<file path="config.mk">
export PLATFORM = sky130hd
export DESIGN_NAME = vga_scanout
export DESIGN_NICKNAME = d
export VERILOG_FILES = /design/src/rtl/vga_scanout.sv
export SDC_FILE = /design/constraint.sdc
export NUM_CORES = 1
export LEC_CHECK = 0
export BUFFER_PORTS_ARGS = -buffer_cell sky130_fd_sc_hd__buf_2
export CAP_MARGIN = 30
export CORE_AREA = 2 2 70 79
export DETAILED_ROUTE_END_ITERATION = 6
export DIE_AREA = 0 0 72 81
export PLACE_DENSITY = 0.89
export SETUP_SLACK_MARGIN = 0.02
export SLEW_MARGIN = 0
export SYNTH_ARGS = -nofsm -noshare
export SYNTH_HDL_FRONTEND = slang
export SYNTH_SLANG_ARGS = --single-unit
export TNS_END_PERCENT = 10
</file>
<file path="constraint.sdc">
create_clock -name clk -period 6.55 [get_ports clk]
set_clock_uncertainty 0.15 [all_clocks]
set_input_delay 0.655 -clock clk [delete_from_list [all_inputs] [get_ports clk]]
set_output_delay 0.655 -clock clk [all_outputs]
set_load 0.005 [all_outputs]
</file>
<file path="src/rtl/vga_scanout.sv">
// 640x480@60 VGA scan-out: timing counters, frame-RAM fetch and a delay-matched 3-3-2 colour path.
// Defining VGA_SCANOUT_TESTPAT_EN adds input itestpat, which swaps the colour ID for 64-pixel vertical bars.
module vga_scanout #(
  parameter int VGA_ADDR_WIDTH = 19,
  parameter int COLOR_ID_WIDTH = 8,
  parameter int RAM_LATENCY    = 2,
  parameter int V_ACTIVE       = 480,
  parameter int V_FRONT        = 10,
  parameter int V_SYNC         = 2,
  parameter int V_BACK         = 33
) (
  input  logic                      clk,
  input  logic                      rst,
  output logic [VGA_ADDR_WIDTH-1:0] oaddr,
  output logic                      orden,
  input  logic [COLOR_ID_WIDTH-1:0] idata,
`ifdef VGA_SCANOUT_TESTPAT_EN
  input  logic                      itestpat,
`endif
  output logic [7:0]                vga_r,
  output logic [7:0]                vga_g,
  output logic [7:0]                vga_b,
  output logic                      vga_hs,
  output logic                      vga_vs,
  output logic                      vga_blank_n,
  output logic                      vga_sync_n,
  output logic                      ovblank
);

  // Pipeline depth from counters to pins: address register, RAM latency, colour register.
  localparam int D = RAM_LATENCY + 2;

  localparam logic [9:0] H_ACTIVE     = 10'd640;
  localparam logic [9:0] H_SYNC_START = 10'd656;
  localparam logic [9:0] H_SYNC_END   = 10'd751;
  localparam logic [9:0] H_LAST       = 10'd799;
  localparam logic [9:0] V_ACT        = 10'(V_ACTIVE);
  localparam logic [9:0] V_SYNC_START = 10'(V_ACTIVE + V_FRONT);
  localparam logic [9:0] V_SYNC_END   = 10'(V_ACTIVE + V_FRONT + V_SYNC - 1);
  localparam logic [9:0] V_LAST       = 10'(V_ACTIVE + V_FRONT + V_SYNC + V_BACK - 1);

  logic [9:0]                hcnt;
  logic [9:0]                vcnt;
  logic                      visible;
  logic                      hs_raw;
  logic                      vs_raw;
  logic [VGA_ADDR_WIDTH-1:0] lin_addr;
  logic [D-1:0]              vis_pipe;
  logic [D-1:0]              hs_pipe;
  logic [D-1:0]              vs_pipe;
  logic [7:0]                color_id;

  always_ff @(posedge clk or posedge rst) begin
    if (rst) begin
      hcnt <= '0;
      vcnt <= '0;
    end else if (hcnt == H_LAST) begin
      hcnt <= '0;
      vcnt <= (vcnt == V_LAST) ? 10'd0 : vcnt + 10'd1;
    end else begin
      hcnt <= hcnt + 10'd1;
    end
  end

  always_comb begin
    visible = (hcnt < H_ACTIVE) && (vcnt < V_ACT);
    hs_raw  = (hcnt >= H_SYNC_START) && (hcnt <= H_SYNC_END);
    vs_raw  = (vcnt >= V_SYNC_START) && (vcnt <= V_SYNC_END);
  end

  // vcnt*640 + hcnt built from shifts so no multiplier is inferred.
  assign lin_addr = (VGA_ADDR_WIDTH'(vcnt) << 9) + (VGA_ADDR_WIDTH'(vcnt) << 7)
                  + VGA_ADDR_WIDTH'(hcnt);

  // No handshake: the RAM port is read every visible clock and answers a fixed RAM_LATENCY later.
  always_ff @(posedge clk or posedge rst) begin
    if (rst) begin
      orden   <= 1'b0;
      oaddr   <= '0;
      ovblank <= 1'b0;
    end else begin
      orden   <= visible;
      oaddr   <= visible ? lin_addr : '0;
      ovblank <= (vcnt >= V_ACT);
    end
  end

  always_ff @(posedge clk or posedge rst) begin
    if (rst) begin
      vis_pipe <= '0;
      hs_pipe  <= '0;
      vs_pipe  <= '0;
    end else begin
      vis_pipe <= {vis_pipe[D-2:0], visible};
      hs_pipe  <= {hs_pipe[D-2:0], hs_raw};
      vs_pipe  <= {vs_pipe[D-2:0], vs_raw};
    end
  end

`ifdef VGA_SCANOUT_TESTPAT_EN
  // Bar index travels with the pixel so it meets idata at the colour register.
  logic [3:0] bar_pipe [D-1];

  always_ff @(posedge clk or posedge rst) begin
    if (rst) begin
      for (int i = 0; i < D - 1; i++) bar_pipe[i] <= '0;
    end else begin
      bar_pipe[0] <= hcnt[9:6];
      for (int i = 1; i < D - 1; i++) bar_pipe[i] <= bar_pipe[i-1];
    end
  end

  always_comb begin
    color_id = 8'(idata);
    if (itestpat) color_id = {bar_pipe[D-2], bar_pipe[D-2]};
  end
`else
  always_comb begin
    color_id = 8'(idata);
  end
`endif

  // vis_pipe[D-2] is the flag of the pixel whose RAM data is on idata right now.
  always_ff @(posedge clk or posedge rst) begin
    if (rst) begin
      vga_r <= '0;
      vga_g <= '0;
      vga_b <= '0;
    end else if (vis_pipe[D-2]) begin
      vga_r <= {color_id[7:5], color_id[7:5], color_id[7:6]};
      vga_g <= {color_id[4:2], color_id[4:2], color_id[4:3]};
      vga_b <= {4{color_id[1:0]}};
    end else begin
      vga_r <= '0;
      vga_g <= '0;
      vga_b <= '0;
    end
  end

  assign vga_blank_n = vis_pipe[D-1];
  assign vga_hs      = ~hs_pipe[D-1];
  assign vga_vs      = ~vs_pipe[D-1];
  assign vga_sync_n  = 1'b0;

endmodule

</file>
==> results.txt <==
most frequent cell after synthesis: dfrtp_1
vias: 1,984
mux contribution to synthesized area: 0
hold buffer count at CTS: 0
area leader, netlist: dfrtp_1
postcts setup bufs: 0
period utilization: 0.424
gp weighted congestion: 0.845
Hold EP: hs_pipe[3]$_DFF_PP0_
busiest grt layer: met2
most frequent CP cell: inv_1
Die Height: 81 µm
drt via density: 5.32
# fillers: 388
Die W: 72 µm
Synth Area in Adders: 0.118
Cells after DPL: 357
Max FO, Critical Path: 6
placed wire-length estimate: 3.66 mm
maximum vdd drop: 0.0966 mV
min-delay src: hs_pipe[2]$_DFF_PP0_
f_max: 0.360 GHz
CTS root buffer: clkbuf_8
synthesis-to-finish area growth: 14.7%
# IOs: 59
post-synthesis simple-gate area fraction: 0.157
Pint: 567 µW
Leakage: 0.00175 µW
largest net degree at the start of global routing: 61
Final ANT Viol Nets: 0
Post-CTS Resized: 0
GRT overflow: 0
CTS tree: built
layout cells sized above 1: 0.243
Slowest-stage cell, CP: fa_1
reg-to-reg slack, setup: 3.77 ns
# DRC: 0
Sequential Power Share: 0.520
sinks on the clock net: 60
final wirelength: 5.16 mm
final non-filler cell total: 373
post-synthesis cell area: 2880 µm²
Longest Clk Path Bufs: 2
port bufs: 57
DR pass1 iterations: 4
CP max stage delay: 0.57 ns
Power per Cell Area: 218 nW/µm²
reg2reg start: vcnt[0]$_DFFE_PP0N_
vias in the first global route: 1,938
register area share after synthesis: 0.522
core area: 5150 µm²
worst r2r dst: oaddr[15]$_DFF_PP0_
critical path class: reg2reg
number of antenna violations at the first check in global routing: 0
Sw Pwr: 153 µW
unique cell type count in the Yosys netlist: 36
worst slew pin tran: 0.743 ns
Antenna Cells: 0
clock-pin slew on the worst setup and hold paths: 0.06 ns
fin nets: 344
Synth area leaders: dfrtp_1, ha_1, buf_4
top cells by count, synth: dfrtp_1, nor2_1, ha_1
htree depth: 3
status: finished, final reports clean
Switching Share: 0.212
global-route wire length before repair: 8.76 mm
Setup crit end kind: register
CP startpoint kind: register
max_cap viols: 0
Hold Path Cell Cnt: 0
Synth Register Bits: 60
Slew headroom: 0.501
met2 usage: 0.357
FP Rows: 28
reg2reg path depth: 9
Worst-Skew Late Latency: 0.34 ns
clock network power share: 0.452
post-route minimum period: 2.78 ns
synth warn: 0
worst min path class: reg2reg
# setup viols final: 0
routed length per instance: 13.8 µm
Post-Synth XOR/XNOR Area: 0.0548
TNS Setup: 0 ns
combinational family with the most area after synthesis: simple AND/OR/NAND/NOR gates
Synth Flop Type: dfrtp_1
Async SR Flop Fraction: 1.00
WP data arrival: 2.84 ns
Global Route Usage Sum: 0.203
max-slew violations: 0
sequence of cells on the critical path: inv_1, fa_1, inv_1, ha_1, a21o_1, a221oi_1, a21oi_1, xnor2_1, nor2_1
Hold Violations, Final: 0
CTS Buf Count: 9
Required @ worst endpoint: 6.61 ns
Die ar.: 5830 µm²
Post-synth EDFFs: 0
Comb pwr share: 0.028
starting DRC count in detailed routing: 123
Synth Net Count: 295
synthesized area per cell: 11.1 µm²
Starting Density: 0.559
global routing usage on met1: 0.217
synthesized instance count: 259
met3 Use GR: 0.0670
Synth Area in Compound Gates: 0.0782
Synth top area share: 0.522
RSZ-0062 raised after global routing: false
==> cells by family (layout without fill, tap and decap cells) <==
kind of cell,after synthesis,after routing
compound gates,34,34
xor+xnor,18,18
fa+ha+maj,26,26
buf+inv,36,90
flops,60,60
other cells,1,1
simple gates,84,84
==> area by class of cell <==
type	instances	area, µm²	share of cell area
Timing Repair Buffer	58	293	0.0887
Multi-Input combinational cell	163	1180	0.357
Sequential cell	60	1500	0.455
Clock buffer	12	145	0.0440
Inverter	16	60.1	0.0182
Clock inverter	4	48.8	0.0148
Tap cell	60	75.1	0.0227
==> cells in the final DEF (no fill, tap or decap), types with 6 or more instances in the layout <==
cell      count
clkbuf_8     10
xnor2_1      10
and2_1       14
o21ai_0      10
buf_2        57
dfrtp_1      60
ha_1         24
inv_1        15
nand2_1      11
xor2_1        8
nand3_1       8
nor2_1       25
nor3_1        6
==> critical path: cells and delay by family, from the launching register on <==
kind,cells,cell delay (ns)
adders and majority gates,2,0.87
AOI/OAI and AO/OA,3,0.78
and+or+nand+nor,1,0.06
DFF,1,0.38
buffers and inverters,2,0.19
xor gates and xnor gates,1,0.19
==> per-stage QoR <==
stage	instance area, µm²	hold slack, ns	setup slack (ns)	total power (µW)	utilization
floorplan	2880	0.181	4.03	397	-
global route	3300	0.214	3.56	747	0.641
finish	3300	0.201	3.77	720	0.641
CTS	3300	0.204	3.78	729	0.641
detailed placement	3110	0.189	3.84	402	0.603
global placement	3110	0.182	3.93	401	0.603
==> sequential cells by signal (all words and copies together) (netlist names) <==
signal    count
hcnt         10
hs_pipe       4
oaddr        19
ovblank       1
vcnt         10
vga_b         2
vga_g         3
vga_r         3
vis_pipe      4
vs_pipe       4
==> power by group through the flow <==
stage	clock network, µW	registers, µW	logic [µW]
4_1_cts	334	375	20.6
5_1_grt	349	375	23.2
3_3_place_gp	0	381	20.1
2_1_floorplan	0	382	15.4
3_5_place_dp	0	381	20.5
6_report	325	375	19.8
==> per-layer routing <==
metal | share of wire | up-vias
met5 | 0 | -
met4 | 0.016 | 0
met2 | 0.50 | 69
li1 | - | 960
met3 | 0.065 | 13
met1 | 0.42 | 942
==> how the worst max path moves through the flow <==
stage / from / end / slack [ns] / cells after the start
global placement: hcnt[9]$_DFF_PP0_ / oaddr[15]$_DFF_PP0_ / 3.93 / 9
floorplan: hcnt[9]$_DFF_PP0_ / oaddr[15]$_DFF_PP0_ / 4.03 / 9
global route: vcnt[0]$_DFFE_PP0N_ / oaddr[15]$_DFF_PP0_ / 3.56 / 9
CTS: vcnt[0]$_DFFE_PP0N_ / oaddr[15]$_DFF_PP0_ / 3.78 / 9
finish: vcnt[0]$_DFFE_PP0N_ / oaddr[15]$_DFF_PP0_ / 3.77 / 9
detailed placement: hcnt[9]$_DFF_PP0_ / oaddr[15]$_DFF_PP0_ / 3.84 / 9
No activity file was read; power rests on OpenSTA's default activity.
